--- config.mk ---
export PLATFORM = sky130hd
export DESIGN_NAME = ex2_lane_complete
export DESIGN_NICKNAME = d
export VERILOG_FILES = /design/src/rtl/ex2_lane_complete_pkg.sv /design/src/rtl/ex2_lane_slot.sv /design/src/rtl/ex2_lane_complete.sv
export SDC_FILE = /design/constraint.sdc
export NUM_CORES = 1
export LEC_CHECK = 0
export ABC_AREA = 1
export CAP_MARGIN = 25
export CORE_AREA = 2 2 256 258
export DETAILED_ROUTE_END_ITERATION = 12
export DIE_AREA = 0 0 258 260
export PLACE_DENSITY = 0.47
export RECOVER_POWER = 25
export SETUP_SLACK_MARGIN = 0.4
export SYNTH_ARGS = -nofsm -noshare
export SYNTH_HDL_FRONTEND = slang
export SYNTH_SLANG_ARGS = --single-unit
--- constraint.sdc ---
create_clock -name clock -period 3.5 [get_ports clock]
set_clock_uncertainty 0.2 [all_clocks]
set_input_delay 0.875 -clock clock [delete_from_list [all_inputs] [get_ports clock]]
set_output_delay 0.875 -clock clock [all_outputs]
set_load 0.02 [all_outputs]
--- src/rtl/ex2_lane_complete_pkg.sv ---
// Shared definitions for the EX2 multi-lane completion stage:
// micro-op command codes, predicate modes, memory/FPU status codes, the null
// register ID, the lane class / slot state enums and the command decoders.
package ex2_lane_complete_pkg;

  localparam int unsigned CMD_W = 6;
  localparam int unsigned GR_W  = 6;

  // Null destination register: writes to it are discarded by writeback.
  localparam logic [GR_W-1:0] JX2_GR_ZZR = 6'h3F;

  // Memory / FPU status codes. Bit 1 set means "not finished yet".
  localparam logic [1:0] UMEM_OK_READY = 2'b00;
  localparam logic [1:0] UMEM_OK_OK    = 2'b01;
  localparam logic [1:0] UMEM_OK_HOLD  = 2'b10;
  localparam logic [1:0] UMEM_OK_FAULT = 2'b11;

  // Micro-op commands (opUCmd[5:0]); anything not listed decodes as NOP.
  localparam logic [CMD_W-1:0] JX2_UCMD_NOP    = 6'h00;
  localparam logic [CMD_W-1:0] JX2_UCMD_ALU3   = 6'h01;
  localparam logic [CMD_W-1:0] JX2_UCMD_UNARY  = 6'h02;
  localparam logic [CMD_W-1:0] JX2_UCMD_MOV_MR = 6'h03;
  localparam logic [CMD_W-1:0] JX2_UCMD_POPX   = 6'h04;
  localparam logic [CMD_W-1:0] JX2_UCMD_MOV_RM = 6'h05;
  localparam logic [CMD_W-1:0] JX2_UCMD_PUSHX  = 6'h06;
  localparam logic [CMD_W-1:0] JX2_UCMD_MUL3   = 6'h07;
  localparam logic [CMD_W-1:0] JX2_UCMD_FPU3   = 6'h08;
  localparam logic [CMD_W-1:0] JX2_UCMD_FIXS   = 6'h09;

  // Predicate modes (opUCmd[7:6]).
  localparam logic [1:0] PRED_ALWAYS = 2'b00;
  localparam logic [1:0] PRED_NEVER  = 2'b01;
  localparam logic [1:0] PRED_T      = 2'b10;
  localparam logic [1:0] PRED_NT     = 2'b11;

  typedef enum logic [2:0] {
    CLS_NOP,
    CLS_ALU,
    CLS_LD,
    CLS_ST,
    CLS_MUL,
    CLS_FPU
  } ex2_cls_e;

  typedef enum logic [1:0] {
    SLOT_IDLE,
    SLOT_WAIT,
    SLOT_DONE
  } slot_state_e;

  // One lane's micro-op byte.
  typedef struct packed {
    logic [1:0]       pred;
    logic [CMD_W-1:0] cmd;
  } ucmd_t;

  function automatic ex2_cls_e decode_cls(input logic [CMD_W-1:0] cmd);
    ex2_cls_e cls;
    cls = CLS_NOP;
    case (cmd)
      JX2_UCMD_ALU3, JX2_UCMD_UNARY:  cls = CLS_ALU;
      JX2_UCMD_MOV_MR, JX2_UCMD_POPX: cls = CLS_LD;
      JX2_UCMD_MOV_RM, JX2_UCMD_PUSHX: cls = CLS_ST;
      JX2_UCMD_MUL3:                  cls = CLS_MUL;
      JX2_UCMD_FPU3, JX2_UCMD_FIXS:   cls = CLS_FPU;
      default:                        cls = CLS_NOP;
    endcase
    return cls;
  endfunction

  function automatic logic pred_enable(input logic [1:0] pm, input logic t);
    logic en;
    case (pm)
      PRED_ALWAYS: en = 1'b1;
      PRED_NEVER:  en = 1'b0;
      PRED_T:      en = t;
      default:     en = !t;
    endcase
    return en;
  endfunction

  function automatic logic is_mem(input ex2_cls_e cls);
    return (cls == CLS_LD) || (cls == CLS_ST);
  endfunction

  function automatic logic cls_writes(input ex2_cls_e cls);
    return (cls == CLS_ALU) || (cls == CLS_LD) || (cls == CLS_MUL) || (cls == CLS_FPU);
  endfunction

endpackage

--- src/rtl/ex2_lane_slot.sv ---
// One EX2 lane: completion check, IDLE/WAIT/DONE FSM and the capture buffer
// that holds a finished result while other lanes keep the pipeline stalled.
// Ports:
//   clock, reset      core clock, synchronous active-high reset
//   cls_i             lane class, already masked by predication/flush
//   ex_hold_i         pipeline-wide hold (combinational, this cycle)
//   hold_cyc_i        shared hold cycle counter
//   mem_busy_i        memDataOK[1]; fpu_ok_i FPU status; mul_ext_i opUIxt[1:0]
//   id_i, *_i         destination ID and candidate results
//   hold_req_c_o      lane still needs the pipeline held
//   wb_id_c_o/val_c_o writeback ID/value (buffer when DONE, else live)
// Build option: JX2_EX2_LD1CYC_EN lets LD/ST finish in their first cycle.
module ex2_lane_slot
  import ex2_lane_complete_pkg::*;
#(
  parameter int unsigned DW      = 64,
  parameter int unsigned HCW     = 4,
  parameter int unsigned MUL_LAT = 3
) (
  input  logic            clock,
  input  logic            reset,
  input  ex2_cls_e        cls_i,
  input  logic            ex_hold_i,
  input  logic [HCW-1:0]  hold_cyc_i,
  input  logic            mem_busy_i,
  input  logic [1:0]      fpu_ok_i,
  input  logic [1:0]      mul_ext_i,
  input  logic [GR_W-1:0] id_i,
  input  logic [DW-1:0]   alu_i,
  input  logic [DW-1:0]   mul_i,
  input  logic [DW-1:0]   fpu_i,
  input  logic [DW-1:0]   mem_i,
  output logic            hold_req_c_o,
  output logic [GR_W-1:0] wb_id_c_o,
  output logic [DW-1:0]   wb_val_c_o
);

  slot_state_e     state_q, state_d;
  logic [GR_W-1:0] cap_id_q, cap_id_d;
  logic [DW-1:0]   cap_val_q, cap_val_d;
  logic            complete_c;
  logic [GR_W-1:0] live_id_c;
  logic [DW-1:0]   live_val_c;

  // Per-class completion test.
  always_comb begin
    complete_c = 1'b1;
    case (cls_i)
      CLS_NOP, CLS_ALU: complete_c = 1'b1;
      CLS_MUL:          complete_c = (hold_cyc_i == HCW'(MUL_LAT));
      CLS_FPU:          complete_c = (fpu_ok_i == UMEM_OK_OK);
`ifdef JX2_EX2_LD1CYC_EN
      CLS_LD, CLS_ST:   complete_c = !mem_busy_i;
`else
      // First cycle of a memory op always stalls (minimum latency of one).
      CLS_LD, CLS_ST:   complete_c = !mem_busy_i && (hold_cyc_i != '0);
`endif
      default:          complete_c = 1'b1;
    endcase
  end

  // Live result select; MUL narrows to 32 bits unless ixt asks for the full product.
  always_comb begin
    live_val_c = '0;
    case (cls_i)
      CLS_ALU: live_val_c = alu_i;
      CLS_LD:  live_val_c = mem_i;
      CLS_FPU: live_val_c = fpu_i;
      CLS_MUL: begin
        case (mul_ext_i)
          2'b00:   live_val_c = DW'($signed(mul_i[31:0]));
          2'b01:   live_val_c = DW'(mul_i[31:0]);
          default: live_val_c = mul_i;
        endcase
      end
      default: live_val_c = '0;
    endcase
    live_id_c = cls_writes(cls_i) ? id_i : JX2_GR_ZZR;
  end

  // Next state: capture on completion while someone else still holds.
  always_comb begin
    state_d   = state_q;
    cap_id_d  = cap_id_q;
    cap_val_d = cap_val_q;
    case (state_q)
      SLOT_IDLE, SLOT_WAIT: begin
        if (!ex_hold_i) begin
          state_d = SLOT_IDLE;
        end else if (complete_c) begin
          state_d   = SLOT_DONE;
          cap_id_d  = live_id_c;
          cap_val_d = live_val_c;
        end else begin
          state_d = SLOT_WAIT;
        end
      end
      SLOT_DONE: begin
        if (!ex_hold_i) state_d = SLOT_IDLE;
      end
      default: state_d = SLOT_IDLE;
    endcase
  end

  always_ff @(posedge clock) begin
    if (reset) begin
      state_q   <= SLOT_IDLE;
      cap_id_q  <= JX2_GR_ZZR;
      cap_val_q <= '0;
    end else begin
      state_q   <= state_d;
      cap_id_q  <= cap_id_d;
      cap_val_q <= cap_val_d;
    end
  end

  assign hold_req_c_o = !complete_c && (state_q != SLOT_DONE);
  assign wb_id_c_o    = (state_q == SLOT_DONE) ? cap_id_q  : live_id_c;
  assign wb_val_c_o   = (state_q == SLOT_DONE) ? cap_val_q : live_val_c;

endmodule

--- src/rtl/ex2_lane_complete.sv ---
// EX2 completion stage for LANES parallel micro-ops: decodes/predicates each
// lane, runs one ex2_lane_slot per lane, raises the shared exHold, keeps the
// hold cycle counter and the sticky fault/timeout flags, and registers the
// writeback ID/value for every lane.
// Ports:
//   clock, reset        core clock, synchronous active-high reset
//   opUCmd, opUIxt      per-lane micro-op and extended bits (8 bits each)
//   opBraFlush          disables every lane
//   regInLastSr         SR snapshot, bit 0 = T for predication
//   regIdRm             per-lane destination IDs
//   regValAluRes/MulRes/regFpuGRn, regFpuOK  per-lane unit results/status
//   memDataIn, memDataOK  load data and status (lane 0 only)
//   exHold              combinational stall request
//   regIdRn2, regValRn2 registered writeback IDs/values
//   exFault, exTimeout  sticky flags
// Build option: JX2_EX2_LD1CYC_EN (single-cycle LD/ST completion).
module ex2_lane_complete
  import ex2_lane_complete_pkg::*;
#(
  parameter int unsigned LANES    = 2,
  parameter int unsigned DW       = 64,
  parameter int unsigned MUL_LAT  = 3,
  parameter int unsigned HOLD_MAX = 15
) (
  input  logic                 clock,
  input  logic                 reset,
  input  logic [8*LANES-1:0]   opUCmd,
  input  logic [8*LANES-1:0]   opUIxt,
  input  logic                 opBraFlush,
  input  logic [7:0]           regInLastSr,
  input  logic [6*LANES-1:0]   regIdRm,
  input  logic [DW*LANES-1:0]  regValAluRes,
  input  logic [DW*LANES-1:0]  regValMulRes,
  input  logic [DW*LANES-1:0]  regFpuGRn,
  input  logic [2*LANES-1:0]   regFpuOK,
  input  logic [DW-1:0]        memDataIn,
  input  logic [1:0]           memDataOK,
  output logic                 exHold,
  output logic [6*LANES-1:0]   regIdRn2,
  output logic [DW*LANES-1:0]  regValRn2,
  output logic                 exFault,
  output logic                 exTimeout
);

  localparam int unsigned HCW = $clog2(HOLD_MAX + 1);

  logic [HCW-1:0]        hold_cyc_q, hold_cyc_d;
  logic                  ex_fault_q, ex_fault_d;
  logic                  ex_timeout_q, ex_timeout_d;
  logic [6*LANES-1:0]    reg_id_rn2_q, reg_id_rn2_d;
  logic [DW*LANES-1:0]   reg_val_rn2_q, reg_val_rn2_d;
  logic [LANES-1:0]      hold_req_c;
  logic [6*LANES-1:0]    wb_id_c;
  logic [DW*LANES-1:0]   wb_val_c;
  logic                  lane0_mem_c;
  logic                  unused_inputs;

  // Only T and ixt[1:0] are consumed here.
  assign unused_inputs = ^{regInLastSr[7:1], opUIxt};

  for (genvar i = 0; i < LANES; i++) begin : g_lane
    ucmd_t    ucmd;
    ex2_cls_e raw_cls;
    ex2_cls_e cls;
    logic     en;

    assign ucmd    = opUCmd[8*i +: 8];
    assign en      = pred_enable(ucmd.pred, regInLastSr[0]) && !opBraFlush;
    assign raw_cls = decode_cls(ucmd.cmd);

    // Memory ports exist only on lane 0; elsewhere a memory op becomes a NOP.
    always_comb begin
      cls = CLS_NOP;
      if (en && !((i != 0) && is_mem(raw_cls))) cls = raw_cls;
    end

    if (i == 0) begin : g_lane0
      assign lane0_mem_c = is_mem(cls);
    end else begin : g_memchk
`ifndef SYNTHESIS
      always_ff @(posedge clock) begin
        if (!reset && en && is_mem(raw_cls))
          $warning("ex2_lane_complete: memory op on lane %0d dropped", i);
      end
`endif
    end

    ex2_lane_slot #(
      .DW      (DW),
      .HCW     (HCW),
      .MUL_LAT (MUL_LAT)
    ) u_slot (
      .clock        (clock),
      .reset        (reset),
      .cls_i        (cls),
      .ex_hold_i    (exHold),
      .hold_cyc_i   (hold_cyc_q),
      .mem_busy_i   (memDataOK[1]),
      .fpu_ok_i     (regFpuOK[2*i +: 2]),
      .mul_ext_i    (opUIxt[8*i +: 2]),
      .id_i         (regIdRm[6*i +: 6]),
      .alu_i        (regValAluRes[DW*i +: DW]),
      .mul_i        (regValMulRes[DW*i +: DW]),
      .fpu_i        (regFpuGRn[DW*i +: DW]),
      .mem_i        (memDataIn),
      .hold_req_c_o (hold_req_c[i]),
      .wb_id_c_o    (wb_id_c[6*i +: 6]),
      .wb_val_c_o   (wb_val_c[DW*i +: DW])
    );
  end

  // A latched fault keeps the pipeline stalled; reset drops the hold at once.
  assign exHold = !reset && ((|hold_req_c) || ex_fault_q);

  always_comb begin
    hold_cyc_d    = '0;
    ex_fault_d    = ex_fault_q;
    ex_timeout_d  = ex_timeout_q;
    reg_id_rn2_d  = {LANES{JX2_GR_ZZR}};
    reg_val_rn2_d = '0;

    if (exHold) begin
      hold_cyc_d = (hold_cyc_q == HCW'(HOLD_MAX)) ? hold_cyc_q : hold_cyc_q + HCW'(1);
    end
    if (lane0_mem_c && (memDataOK == UMEM_OK_FAULT)) ex_fault_d = 1'b1;
    if (hold_cyc_d == HCW'(HOLD_MAX)) ex_timeout_d = 1'b1;

    // All lanes write back together or not at all.
    if (!exHold) begin
      reg_id_rn2_d  = wb_id_c;
      reg_val_rn2_d = wb_val_c;
    end
  end

  always_ff @(posedge clock) begin
    if (reset) begin
      hold_cyc_q    <= '0;
      ex_fault_q    <= 1'b0;
      ex_timeout_q  <= 1'b0;
      reg_id_rn2_q  <= {LANES{JX2_GR_ZZR}};
      reg_val_rn2_q <= '0;
    end else begin
      hold_cyc_q    <= hold_cyc_d;
      ex_fault_q    <= ex_fault_d;
      ex_timeout_q  <= ex_timeout_d;
      reg_id_rn2_q  <= reg_id_rn2_d;
      reg_val_rn2_q <= reg_val_rn2_d;
    end
  end

  assign regIdRn2  = reg_id_rn2_q;
  assign regValRn2 = reg_val_rn2_q;
  assign exFault   = ex_fault_q;
  assign exTimeout = ex_timeout_q;

endmodule
Word level (Yosys, flattened, before mapping)
Memory sizes are Yosys's and may differ from the RTL's.
Cells that the tools add are included.
- register bits: 290
- ROM bits: 96
- output and inout bits: 143
- logic and storage cells: 114
- memories kept: 2
- memory list (memory ; words ; width ; read ports ; clocked after memory_dff ; write ports ; line ; text):
    (name not given) ; 16 ; 3 ; 1 ; 0 ; 0 ; ex2_lane_complete_pkg.sv:60 ; case (cmd)
    (name not given) ; 16 ; 3 ; 1 ; 0 ; 0 ; ex2_lane_complete_pkg.sv:60 ;
- add/subtract/negate cells: 1
- equality and inequality tests: 32
- muxes and demuxes: 27
- reductions and logical operators: 41
- operators by type and width (operator ; count):
    $pmux W64 S4 ; 2
    $pmux W64 S2 ; 2
    $mux W64 ; 2
    $mux W6 ; 4
    $eq A3 B2 Y1 const B ; 6
    $eq A2 B1 Y1 const B ; 8
    $logic_not A2 Y1 ; 8
    $eq A3 B3 Y1 const B ; 4
    $mux W3 ; 4
    $pmux W1 S3 ; 4
    $reduce_or A2 Y1 ; 6
    $eq A2 B2 Y1 const B ; 5
    $mux W2 ; 5
    $logic_or A1 B1 Y1 ; 9
    $eq A4 B4 Y1 const B ; 2
    $logic_and A1 B1 Y1 ; 8
    $mux W4 ; 2
    $ne A2 B2 Y1 const B ; 4
    $pmux W2 S2 ; 2
    $logic_not A1 Y1 ; 7
    $eq A3 B1 Y1 const B ; 2
    $reduce_and A3 Y1 ; 2
    $add A4 B1 Y4 const B ; 1
    $eq A4 B2 Y1 const B ; 1
    $reduce_bool A4 Y1 ; 1

Longest topological paths before layout
Gate-level depths: netlist of run 1.
- word-level depth: 17
- mapped depth: 17
- depth with buffers taken out: 15

Cells and area by module
From an unflattened synthesis of run 1, not the netlist that was laid out.
- cells, all modules: 2931
- area total of the unflattened synthesis: 17859.6 sq um
- by module, submodules not included (module ; instances ; cells an instance ; area each (sq um) ; seq. area each (sq um)):
    ex2_lane_slot ; 2 ; 1208 ; 6246.0 ; 1441.4
    ex2_lane_complete ; 1 ; 515 ; 5367.6 ; 2922.8

Worst setup path after synthesis of run 1
OpenSTA, ideal clock, no wires.
- path type: input to output
- start: in opUCmd[8]
- end: out exHold
- arrival time: 2200 ps
- required time: 2425 ps
- setup slack: 225 ps
- cell stages on the path: 12
- path buffers: 0
- cells stage by stage: ha_1 o21ai_1 nor2_1 nor2_2 nand2_1 nor2_1 nand3_1 nand2_1 inv_2 nand2_2 nand2_1 inv_1
- cells in the longest elaborated chain, start to end: 15
- ends and longest elaborated chain (element ; line ; text):
    start, declared ; ex2_lane_complete.sv:27 ; input logic [8*LANES-1:0] opUCmd,
    $mem_v2 Z16 W3 (*) ; -- ;
    $mux W3 (*) ; ex2_lane_complete_pkg.sv:60 ;
    $eq A3 B2 Y1 ; ex2_lane_complete_pkg.sv:83 ; return (cls == CLS_LD) || (cls == CLS_ST);
    $logic_or A1 B1 Y1 ; ex2_lane_complete_pkg.sv:83 ;
    $logic_not A1 Y1 ; ex2_lane_complete.sv:74 ; if (en && !((i != 0) && is_mem(raw_cls))) cls = raw_cls;
    $logic_and A1 B1 Y1 ; ex2_lane_complete.sv:74 ;
    $mux W3 (*) ; ex2_lane_complete.sv:74 ;
    $eq A3 B2 Y1 ; ex2_lane_slot.sv:48 ; case (cls_i)
    $reduce_or A2 Y1 ; ex2_lane_slot.sv:48 ;
    $pmux W1 S3 (*) ; ex2_lane_slot.sv:48 ;
    $logic_not A1 Y1 (*) ; ex2_lane_slot.sv:117 ; assign hold_req_c_o = !complete_c && (state_q != SLOT_DONE);
    $logic_and A1 B1 Y1 (*) ; ex2_lane_slot.sv:117 ;
    $reduce_or A2 Y1 (*) ; ex2_lane_complete.sv:113 ; assign exHold = !reset && ((|hold_req_c) || ex_fault_q);
    $logic_or A1 B1 Y1 (*) ; ex2_lane_complete.sv:113 ;
    $logic_and A1 B1 Y1 (*) ; ex2_lane_complete.sv:113 ;
    end, declared ; ex2_lane_complete.sv:38 ; output logic exHold,
Every way passes the cells marked *; elsewhere a longest branch is shown, timed or not.

Worst setup path after layout of run 1
- start: in opUCmd[1]
- end: out exHold
- cells in the longest elaborated chain, start to end: 11
- ends and longest elaborated chain (element ; line):
    $mem_v2 Z16 W3 (*) ; --
    $mux W3 (*) ; ex2_lane_complete_pkg.sv:60
    $mux W3 (*) ; ex2_lane_complete.sv:74
    $eq A3 B2 Y1 ; ex2_lane_slot.sv:48
    $reduce_or A2 Y1 ; ex2_lane_slot.sv:48
    $pmux W1 S3 (*) ; ex2_lane_slot.sv:48
    $logic_not A1 Y1 (*) ; ex2_lane_slot.sv:117
    $logic_and A1 B1 Y1 (*) ; ex2_lane_slot.sv:117
    $reduce_or A2 Y1 (*) ; ex2_lane_complete.sv:113
    $logic_or A1 B1 Y1 (*) ; ex2_lane_complete.sv:113
    $logic_and A1 B1 Y1 (*) ; ex2_lane_complete.sv:113
Marked as above.

==> flow_summary.toml, run 1 <==
[run_status]
status = "finished, final reports clean"

[floorplan]
dieWidth_um = 258
start_util_pct = 21.7
coreArea_mm2 = 0.0641
fp.dieH_um = 260
num_rows = 93
io_pins = 652
die-area_mm2 = 0.0671

[setup_path]
critPathMaxFanout = 4
crit_path_start_kind = "input pin"
crit_path_cell_trace = "buf_8 -> ha_4 -> nor2_2 -> nor2_1 -> nand2_1 -> nand2_2 -> nor2_2 -> nand4_1 -> nand3_2 -> nand2_4 -> nand2_4 -> inv_4 -> buf_6"
r2r-end = "regValRn2[120]$_SDFF_PP0_"
cpMaxStageDelayCell = "nand2_1"
r2r_cells = 19
cp.arrival_ps = 2240
slowest_delay_ps = 180
cp-end-kind = "output pin"
reg2reg_setup_slack_ps = 600
reg2reg_from = "hold_cyc_q[0]$_SDFF_PP0_"
cp.required_ps = 2420
crit_type = "in -> out"

[pwr]
p_sw_share_pct = 25.1
fin_total_pwr_mw = 8.53
peakVddDrop_uv = 264
p_comb_share_pct = 15.9
clockPowerShare_pct = 44.5
power.internal_mw = 6.39
leakagePower_nw = 10.9
switchingPower_mw = 2.15
power_density_mw_per_mm2 = 339
power_frac_seq_pct = 39.6

[synthesis]
ys_top_cells_by_area = "dfxtp_1 42%, nand2_1 20%, nor2_1 8.7%"
yosysTopAreaCellShare_pct = 41.7
synth_fa_ha_area_share_pct = 0.539
syn_inst = 2164
ys_seq_area_share_pct = 41.7
synth_compound_area_share_pct = 12.9
avgSynthCellArea_um2 = 6.43
yosysWarnings = 0
ys_seq_elements = 290
synth_mux_area_share_pct = 0.0809
synth_cell_types = 31
synth_xor_xnor_area_share_pct = 0.0629
yosys.area_share.simple_pct = 36.6
netlist_area_mm2 = 0.0139
syn-num-nets = 2679
synth_top_area_cell = "dfxtp_1"
synth_top_family_by_area = "simple AND/OR/NAND/NOR gates"

[cts]
cts.hold.buffers_added = 0
clock_path_buffers = 3
clock_latency_ps = 550
cts_buffers = 36
cts_tree = "yes"
cts-htree-levels = 2
clk_pin_slew_ps = 60
clockRootBuffer = "clkbuf_16"
cts.sink_count = 290

[timing]
finalHoldViolations = 0
setup_violations = 0
min_period_ps = 3320
relSlewSlack_pct = 30.3
drv_slew = 0
hold_ws_ps = 219
fin_crit_sh_pct = 94.8
worst_slew_pin_slew_ps = 1040
fmax_ghz = 0.302
rsz0062_at_grt = "true"

[drt]
viasPerCell = 4.56
drtPass1Iterations = 5
route.detailed.drc = 0
drtIter0Drc = 897
antenna_left = 0
totalWireLength_mm = 76.9
via_count = 17200
wl_per_cell_um = 20.4

[global_routing]
grt_max_degree = 129
busiest_layer = "met2"
grt_overflow = 0
antenna_found_initial = 13
grt_pass1_wl_mm = 108
gr-usage-met1_pct = 24.6
grt.total_usage_pct = 21.3
met2_usage_pct = 36.6
grt_use_met3_pct = 6.70
grt_pass1_vias = 16800

[job]
maxCapViolations = 0

[min_path]
worstHoldStart = "g_lane[1].u_slot.state_q[1]$_SDFFE_PP0P_"
worstHoldEndpoint = "g_lane[1].u_slot.state_q[0]$_SDFFE_PP0P_"
worstHoldPathCells = 1
hold_class = "reg -> reg"

[placed_design]
dp_hpwl_mm = 56.8
globalplace.congestion = 0.971
io_buffers = 632

[layout]
areaGrowthSynthToFinish_pct = 80.8
drive_gt1_share_pct = 16.4
nets = 3404
==> cell families after synthesis <==
family | count (synthesis)
AND/OR/NAND/NOR | 1275
AO/OA/AOI/OAI | 309
flip-flops | 290
buffers and inverters | 282
adder cells (fa/ha/maj) | 6
XOR/XNOR | 1
multiplexers | 1
==> state kept, by name (all words and copies together), names as in the netlist <==
signal and count:
g_lane.u_slot.cap_val_q 128, regValRn2 128, g_lane.u_slot.cap_id_q 12, regIdRn2 12, g_lane.u_slot.state_q 4, hold_cyc_q 4, exFault 1, exTimeout 1
==> per-layer routing <==
layer / part of all wire [%] / vias to the layer above
met2: 48 / 647
met3: 7.9 / 139
li1: - / 8363
met5: 0.17 / -
met4: 3.9 / 18
met1: 40 / 8025
==> power groups by stage <==
| stage | logic [mW] | clock network [mW] | registers (mW) |
|---|---|---|---|
| finish | 1.36 | 3.79 | 3.38 |
| global route | 1.46 | 4.04 | 3.38 |
| CTS | 1.27 | 3.92 | 3.38 |
| detailed placement | 1.23 | 0 | 3.46 |
| global placement | 1.23 | 0 | 3.45 |
| floorplan | 0.319 | 0 | 3.48 |
==> layout by cell type, fill, tap and decap left out, types with 19 or more instances in the layout <==
master           count
nand2_1            678
clkdlybuf4s50_1    512
dfxtp_1            290
nor2_1             288
nand3_1            134
o21ai_0            125
inv_1              121
buf_4              111
dlygate4sd3_1       99
a21oi_1             85
clkbuf_16           51
nand2_2             48
nand3_2             37
buf_6               32
buf_12              30
nor2_4              24
nor2_2              22
nand2_4             19
o2111ai_1           19
==> worst max path at each step <==
stage	from	cells past startpoint	endpoint
global route	opUCmd[1]	13	exHold
floorplan	opUCmd[8]	12	exHold
CTS	opUCmd[9]	14	exHold
global placement	opUCmd[1]	13	exHold
detailed placement	opUCmd[9]	15	exHold
finish	opUCmd[1]	13	exHold
==> Yosys cell counts, drive strengths merged <==
cell     number
a211oi       11
a21oi        85
a22o         16
a22oi         9
a31oi         1
buf          50
clkbuf       89
clkinv        3
dfxtp       290
ha            6
inv         140
mux2          1
nand2       745
nand3       176
nand3b        1
nand4        11
nor2        334
nor3          8
o2111ai      30
o211ai       10
o21ai       147
xor2          1
==> repair_timing <==
item	in CTS	in global routing
pin swaps	29	100
resized for setup	113	274
buffers inserted	29	11
cloned	0	17
endpoints found under the setup margin	137	160
==> cell type report <==
class                      count  area [um^2]
inverter                     143          562
antenna                        5         12.5
multi-input combinational   1592         8000
clock inverter                13          125
sequential                   290         5810
clock buffer                  50         1060
fill                        6547        38900
tap                          855         1070
timing repair buffer         826         8540
==> stage by stage <==
step	area (um^2)	setup WS [ps]	util [%]	TNS, ps	cells
after floorplan	13900	406	-	0	2164
after global placement	22200	-690	34.6	-40520	3649
after detailed placement	22200	-741	34.6	-59740	3649
after CTS	23700	201	37.0	0	3741
after global routing	25200	78.7	39.3	0	3771
final	25200	184	39.3	0	3774
==> critical path: cells and delay by family <==
family | cells | cell delay, ps
adder cells (fa/ha/maj) | 1 | 170
buffers and inverters | 3 | 260
AND/OR/NAND/NOR | 9 | 920
(Power assumes the default switching activity.)
==> run 2, diff against run 1 <==
--- a/config.mk
+++ b/config.mk
@@ -8,11 +8,12 @@
 export ABC_AREA = 1
 export CAP_MARGIN = 25
 export CORE_AREA = 2 2 256 258
+export CTS_CLUSTER_DIAMETER = 30
 export DETAILED_ROUTE_END_ITERATION = 12
 export DIE_AREA = 0 0 258 260
-export PLACE_DENSITY = 0.47
+export PLACE_DENSITY = 0.57
 export RECOVER_POWER = 25
-export SETUP_SLACK_MARGIN = 0.4
+export SETUP_SLACK_MARGIN = 0.05
 export SYNTH_ARGS = -nofsm -noshare
 export SYNTH_HDL_FRONTEND = slang
 export SYNTH_SLANG_ARGS = --single-unit
==> flow_summary.toml, run 2 (synthesized netlist as in run 1, its figures left out) <==
[cts]
cts_buffers = 77
cts-htree-levels = 3
clock_latency_ps = 580
clk_pin_slew_ps = 40
cts_tree = "yes"
clock_path_buffers = 3
cts.sink_count = 290
cts.hold.buffers_added = 0
clockRootBuffer = "clkbuf_16"

[global_routing]
antenna_found_initial = 3
grt_overflow = 0
grt_pass1_wl_mm = 92.4
grt_max_degree = 79
grt_pass1_vias = 15800
grt.total_usage_pct = 17.7

[setup_path]
cp.required_ps = 3760
cp.depth = 22
r2r_cells = 19
critPathMaxFanout = 18
cp.arrival_ps = 3640
slowest_delay_ps = 250
path_common_cell = "buf_4"
worst-path-buf-inv = 14
path_delay_family = "buffers and inverters"
crit_path_cell_trace = "dlygate4sd2_1 -> buf_6 -> o21ai_4 -> nand2_2 -> nor2_2 -> inv_1 -> buf_4 -> buf_4 -> buf_4 -> buf_4 -> buf_4 -> buf_4 -> buf_4 -> buf_4 -> nand4_1 -> inv_2 -> buf_12 -> nand2_1 -> o2111ai_1 -> nor2_1 -> nor2_1 -> buf_4"
cp-end-kind = "flip-flop"
crit_type = "in -> reg"
crit_path_start_kind = "input pin"
cpMaxStageDelayCell = "dlygate4sd2_1"

[pwr]
power_density_mw_per_mm2 = 460
leakagePower_nw = 10.9
fin_total_pwr_mw = 11.6
peakVddDrop_uv = 308

[floorplan]
fp.dieH_um = 260
start_util_pct = 21.7
dieWidth_um = 258
die-area_mm2 = 0.0671
coreArea_mm2 = 0.0641
num_rows = 93
io_pins = 652

[timing]
hold_ws_ps = 216
drv_slew = 0
setup_violations = 0
fin_crit_sh_pct = 96.6
min_period_ps = 3380
rsz0062_at_grt = "false"
tns_ps = 0
relSlewSlack_pct = 37.2
finalHoldViolations = 0
worst_slew_pin_slew_ps = 941
fmax_ghz = 0.296

[min_path]
hold_class = "reg -> reg"
worstHoldPathCells = 1

[drt]
totalWireLength_mm = 61.9
via_count = 16500
antenna_left = 0
drtIter0Drc = 827
wl_per_cell_um = 16.2
viasPerCell = 4.30
route.detailed.drc = 0
drtPass1Iterations = 5

[layout]
areaGrowthSynthToFinish_pct = 81.4
final_cell_mix = "734 x nand2_1, 613 x clkdlybuf4s50_1, 312 x nor2_1"
drive_gt1_share_pct = 13.1
nets = 3429
layout_commonest_cell = "nand2_1"
final_cells = 3829

[placed_design]
dp.cells = 3669
io_buffers = 632
dp_hpwl_mm = 46.8
globalplace.congestion = 0.872

[run_status]
status = "finished, final reports clean"

[job]
maxCapViolations = 0
[run 2: final timing paths]
check | slack (ps) | end | startpoint
setup / recovery | 120 | regValRn2[63]$_SDFF_PP0_ | opUCmd[3]
hold / removal | 220 | g_lane[0].u_slot.state_q[0]$_SDFFE_PP0P_ | g_lane[0].u_slot.state_q[1]$_SDFFE_PP0P_
setup reg to reg | 850 | g_lane[1].u_slot.cap_val_q[24]$_SDFFE_PP0P_ | hold_cyc_q[0]$_SDFF_PP0_
hold reg to reg | 220 | g_lane[0].u_slot.state_q[0]$_SDFFE_PP0P_ | g_lane[0].u_slot.state_q[1]$_SDFFE_PP0P_
[run 2: what timing repair did]
| item | in CTS | in global routing |
|---|---|---|
| pin swaps | 29 | 23 |
| buffers inserted | 17 | 4 |
| resized for setup | 69 | 41 |
| setup endpoints to repair | 1 | 60 |
[run 2: through the flow]
stage | area [um^2] | setup slack, ps | utilization, %
6_report | 25300 | 120 | 39.4
5_1_grt | 25300 | 10.3 | 39.4
4_1_cts | 25100 | 50.7 | 39.2
3_5_place_dp | 22300 | -960 | 34.7
3_3_place_gp | 22300 | -962 | 34.7
2_1_floorplan | 13900 | 225 | -
[run 2: routing by layer]
metal / GRT usage [%] / vias up / wire, um
met4: 5.89 / 6 / 1650
met3: 5.08 / 103 / 4110
met1: 21.3 / 7459 / 25900
met5: 0 / - / 39
li1: - / 8432 / -
met2: 30.3 / 474 / 30300
[run 2: power breakdown]
group          switching [mW]  leakage [nW]  internal, mW
sequential             0.0184          2.34          3.37
clock                    2.12          1.28          4.87
combinational           0.524          7.24         0.726
total                    2.67          10.9          8.96
[run 2: final cells by class]
cell class                      instances  area [um^2]
Sequential cell                       290         5810
Inverter                              143          539
Multi-Input combinational cell       1592         7270
Clock buffer                           96         2160
Antenna cell                            1         2.50
Clock inverter                         42          470
Fill cell                            6591        38900
Timing Repair Buffer                  810         7950
Tap cell                              855         1070
==> edit 1, RTL diff (settings of run 2) <==
Set the parameter `LANES` to 1 (it was 2).
--- a/src/rtl/ex2_lane_complete.sv
+++ b/src/rtl/ex2_lane_complete.sv
@@ -19,3 +19,3 @@
 #(
-  parameter int unsigned LANES    = 2,
+  parameter int unsigned LANES    = 1,
   parameter int unsigned DW       = 64,
Ports: changed (9 resized); port bits go from 652 to 366. The function was not compared with the original's and may differ.
==> edit 1 against run 2 <==
Cell area decreased by 47%. Synthesized area is 47% lower. Wire length fell by 43%. Global-route usage is 7.6 points lower. Sequential cell count decreased by 142. Total power down 64%. Utilization down 19 points. Setup slack got worse by 0.035 ns. Largest cell class unchanged. Largest power group unchanged.
==> edit 1: results (changes against run 2) <==
Finish
  – Number of sequential cells: 148 (-49%)
  – Share of cells above drive strength 1: 10.4% (-2.7 points)
  – Layout clock buffer count: 19 (-80%)
  – Multi-input combinational area share: 29.9% (+1.1 points)
  – Clock network area share: 4.26% (-6.2 points)
  – Buffer share of cell area: 33.4% (+1.9 points)
  – Nets: 1,825 (-47%)
  – Fill cell count: 7,187 (+9.0%)
  – Comb_multi_in: 857 (-46%)
  – Sequential Area: 2960 um^2 (-49%)
  – Non-clk bufs: 433 (-47%)
  – Non-clock inverters: 71 (-50%)

Worst setup path
  – Crit-path max cell delay: 0.21 ns (-0.04 ns)
  – Critical path arrival: 3.63 ns (about the same)
  – Critical R2R Capture: regValRn2[26]$_SDFF_PP0_
  – Worst R2R Start: hold_cyc_q[0]$_SDFF_PP0_
  – Slowest-stage cell, CP: clkinvlp_4

Logic synthesis
  – Post-synthesis sequential area ratio: 40.1% (-1.6 points)
  – Post-Synth Adder-Cell Area: 0.678% (+0.14 points)
  – Post-synth top cells: 517 x nand2_1, 148 x dfxtp_1, 86 x nor2_1, 69 x a21oi_1, 66 x inv_1
  – Compound-Gate Fraction of Synth Area: 11.5% (-1.4 points)
  – XOR/XNOR Fraction of Synth Area: 0.119% (+0.056 points)
  – Distinct cells, synth: 27 (-13%)
  – Synth top area cells: dfxtp_1 40%, nand2_1 26%, a21oi_1 4.7%
  – Mux contribution to synthesized area: 0% (-0.081 points)

Placed design
  – Buffers on Ports: 352 (-44%)
  – DP HPWL: 25,100 um (-46%)
  – Setup WS pre-CTS: -0.680 ns (+0.280 ns)

GRT
  – Total global-route track usage: 10.2% (-7.6 points)
  – Vias in the first global route: 8,578 (-46%)
  – Initial antenna violation count: 2 (-1)
  – Global-route wire length before repair: 50,400 um (-45%)
  – Largest net degree at the start of global routing: 68 (-14%)

Power and ir drop
  – Leak Pwr: 5.19 nW (-52%)
  – Switching power: 1.10 mW (-59%)
  – Clk pwr share: 43.9% (-16 points)
  – Sequential power share: 40.4% (+11 points)
  – Seq. pwr: 1.71 mW (-50%)
  – Worst VDD drop: 0.362 mV (+18%)

Clocking
  – CTS H-tree lvls: 4 (+1)
  – Buffer count from post-CTS setup fixing: 10 (-7)
  – TritonCTS buffer count: 17 (-78%)
  – Clk pin slew, worst setup/hold paths: 0.07 ns (+0.03 ns)
  – Clock Path Buffers: 2 (-1)
  – Worst skew pair latency: 0.48 ns (-0.10 ns)
  – # resized after CTS: 33 (-52%)

Timing
  – Worst slew pin tran: 0.890 ns (-0.0516 ns)
  – Final WS setup: 0.0845 ns (-0.0354 ns)
  – Hold Worst Slack: 0.218 ns (+0.00180 ns)

Drt
  – Initial DRC count: 330 (-60%)
  – WL/cell: 14.9 um (-8.2%)
  – DR vias: 8,831 (-46%)

Run status
  – Status: finished clean
==> edit 1: routing by layer <==
metal / up-vias / share of wire (%) / GRT usage [%] / wire [um]
li1: 4451 / - / - / -
met1: 4003 / 43 / 11.6 / 15300
met2: 330 / 47 / 17.2 / 16900
met3: 43 / 7.3 / 3.87 / 2620
met4: 4 / 2.3 / 3.87 / 807
met5: - / 0.065 / 0 / 23
==> edit 1: worst max-delay path by stage <==
stage,start,to,cells past startpoint
after floorplan,opUCmd[0],exHold,11
after global placement,opUCmd[1],exHold,14
after detailed placement,opUCmd[1],exHold,13
after CTS,opUCmd[0],exHold,14
after global routing,opUCmd[3],exHold,13
final,opUCmd[0],regIdRn2[0]$_SDFF_PP1_,22
==> edit 1: metrics by stage <==
stage | utilization [%] | cell area, um^2 | cells
finish | 20.7 | 13300 | 2396
global route | 20.7 | 13300 | 2395
CTS | 20.3 | 13000 | 2384
detailed placement | 19.2 | 12300 | 2343
global placement | 19.2 | 12300 | 2343
floorplan | - | 7380 | 1153
==> edit 2, RTL diff (config.mk and constraints of run 2) <==
Without the edit above. Re-encode `slot_state_e` (3 states) as one-hot, 3 bits wide.
--- a/src/rtl/ex2_lane_complete_pkg.sv
+++ b/src/rtl/ex2_lane_complete_pkg.sv
@@ -44,6 +44,6 @@
 
-  typedef enum logic [1:0] {
-    SLOT_IDLE,
-    SLOT_WAIT,
-    SLOT_DONE
+  typedef enum logic [2:0] {
+    SLOT_IDLE = 3'b001,
+    SLOT_WAIT = 3'b010,
+    SLOT_DONE = 3'b100
   } slot_state_e;
Behaviour: no difference found for any inputs over 4 cycles, from zero or initial values and one cycle with reset high; so few cycles prove little.
==> edit 2 against run 2 <==
Final cell count increased by 3.0%. Sequential cell count increased by 2. Setup slack got worse by 0.0074 ns. Wire length increased by 0.41%. Total power increased by 1.5%. Global-route usage about the same. Cell area increased by 1.7%. Synthesized area increased by 3.4%.
==> edit 2: results (changes against run 2) <==
Run status
  – Status: finished clean

Clocking
  – TritonCTS buffer count: 78 (+1.3%)
  – CTS H-tree lvls: 3 (unchanged)

Drt
  – WL/cell: 15.8 um (-2.5%)
  – First-pass detailed-route iteration total: 6 (+1)
  – Initial DRC count: 841 (+1.7%)
  – DR vias: 16,729 (+1.5%)

GRT
  – Largest net degree at the start of global routing: 131 (+66%)
  – Global-route wire length before repair: 91,300 um (-1.2%)

Power and ir drop
  – Worst VDD drop: 0.281 mV (-8.8%)
  – Leak Pwr: 11.3 nW (+4.3%)

Logic synthesis
  – Distinct cells, synth: 39 (+26%)
  – Mapped Nets: 2,786 (+4.0%)
  – Syn_area_per_cell: 6.34 um^2 (-1.4%)
  – Post-synth top cells: 659 x nand2_1, 481 x nor2_1, 292 x dfxtp_1, 192 x inv_1, 122 x nand3_1
  – Post-synthesis sequential area ratio: 40.6% (-1.1 points)
  – Primary FF master, synth: dfxtp_1
  – Synth top area cells: dfxtp_1 41%, nand2_1 17%, nor2_1 13%

Worst setup path
  – Critical path arrival: 2.31 ns (-1.33 ns)
  – Crit-path max cell delay: 0.28 ns (+0.03 ns)
  – Critical Path Source: opUCmd[10]

Timing
  – Worst slew pin tran: 0.875 ns (-0.0667 ns)

Placed design
  – Setup WS pre-CTS: -0.695 ns (+0.265 ns)
  – DP HPWL: 46,800 um (about the same)
  – Dpl cells: 3,776 (+2.9%)
  – Gpl congestion: 0.908 (+4.1%)

Finish
  – Final std cells w/o fill: 3,942 (+3.0%)
  – Fill cell count: 6,646 (+0.83%)

Worst hold path
  – HP Start: g_lane[0].u_slot.cap_val_q[49]$_SDFFE_PP0P_
[edit 2: cell count changes after synthesis, sizes merged, moves of 17 or more]
| cell | delta |
|---|---|
| nor2 | +155 |
| nand2 | -84 |
| inv | +62 |
| nand3 | -51 |
| o21ai | -37 |
| nand4 | +34 |
| o2111ai | -29 |
| nor2b | +23 |
| a21oi | +17 |
[edit 2: area by class of cell]
| cell class | instances | area (um^2) | area share, % |
|---|---|---|---|
| repair buffers | 810 | 7930 | 30.9 |
| multi-input cells | 1638 | 7370 | 28.7 |
| flip-flops and latches | 292 | 5850 | 22.8 |
| clock buffers | 103 | 2260 | 8.80 |
| well taps | 855 | 1070 | 4.16 |
| inverters | 204 | 771 | 3.00 |
| clock inverters | 39 | 444 | 1.73 |
| diodes | 1 | 2.50 | 0.00974 |
[edit 2: metal layers]
layer / GRT usage, % / wire (um) / vias up
li1: - / - / 8654
met1: 21.5 / 26400 / 7463
met2: 29.6 / 29800 / 476
met3: 4.54 / 3790 / 132
met4: 7.64 / 2200 / 4
met5: 0 / 24 / -
[edit 2: through the flow]
stage                     utilization [%]  hold slack [ns]
after floorplan                         -            0.237
after global placement               35.4            0.245
after detailed placement             35.4            0.249
after CTS                            39.9            0.255
after global routing                 40.1            0.278
final                                40.1            0.255
[edit 2: power breakdown]
group / leakage, nW / internal (mW) / switching [mW] / total, mW
Sequential: 2.36 / 3.41 / 0.0246 / 3.44
Clock: 1.32 / 5.08 / 2.12 / 7.20
Combinational: 7.65 / 0.693 / 0.471 / 1.16
[edit 2: timing repair]
action | CTS | global route
cloned | 0 | 0
endpoints found under the hold margin | 0 | 0
pin swaps | 19 | 23
endpoints found under the setup margin | 1 | 41
resized for setup | 47 | 35
buffers inserted | 17 | 6
[edit 2: final timing paths]
check	end	slack, ns	cells past startpoint
max	exHold	0.11	12
min	regValRn2[49]$_SDFF_PP0_	0.25	2
max reg2reg	g_lane[1].u_slot.cap_val_q[53]$_SDFFE_PP0P_	0.83	17
min reg2reg	regValRn2[49]$_SDFF_PP0_	0.25	2
[edit 2: logic make-up (layout without fill, tap and decap cells)]
logic type,Yosys count,in the layout,synth area share [%]
xor gates and xnor gates,1,1,0.0608
adders and majority gates,6,6,0.521
AOI/OAI and AO/OA,272,272,10.6
other,0,1,0
DFF,292,292,40.6
and+or+nand+nor,1359,1359,38.6
buffers and inverters,341,1156,9.63
[edit 2: worst min-delay path, stage by stage (launching register included)]
cell,delay [ns]
dfxtp_1,0.29
inv_1,0.06
a211oi_1,0.06
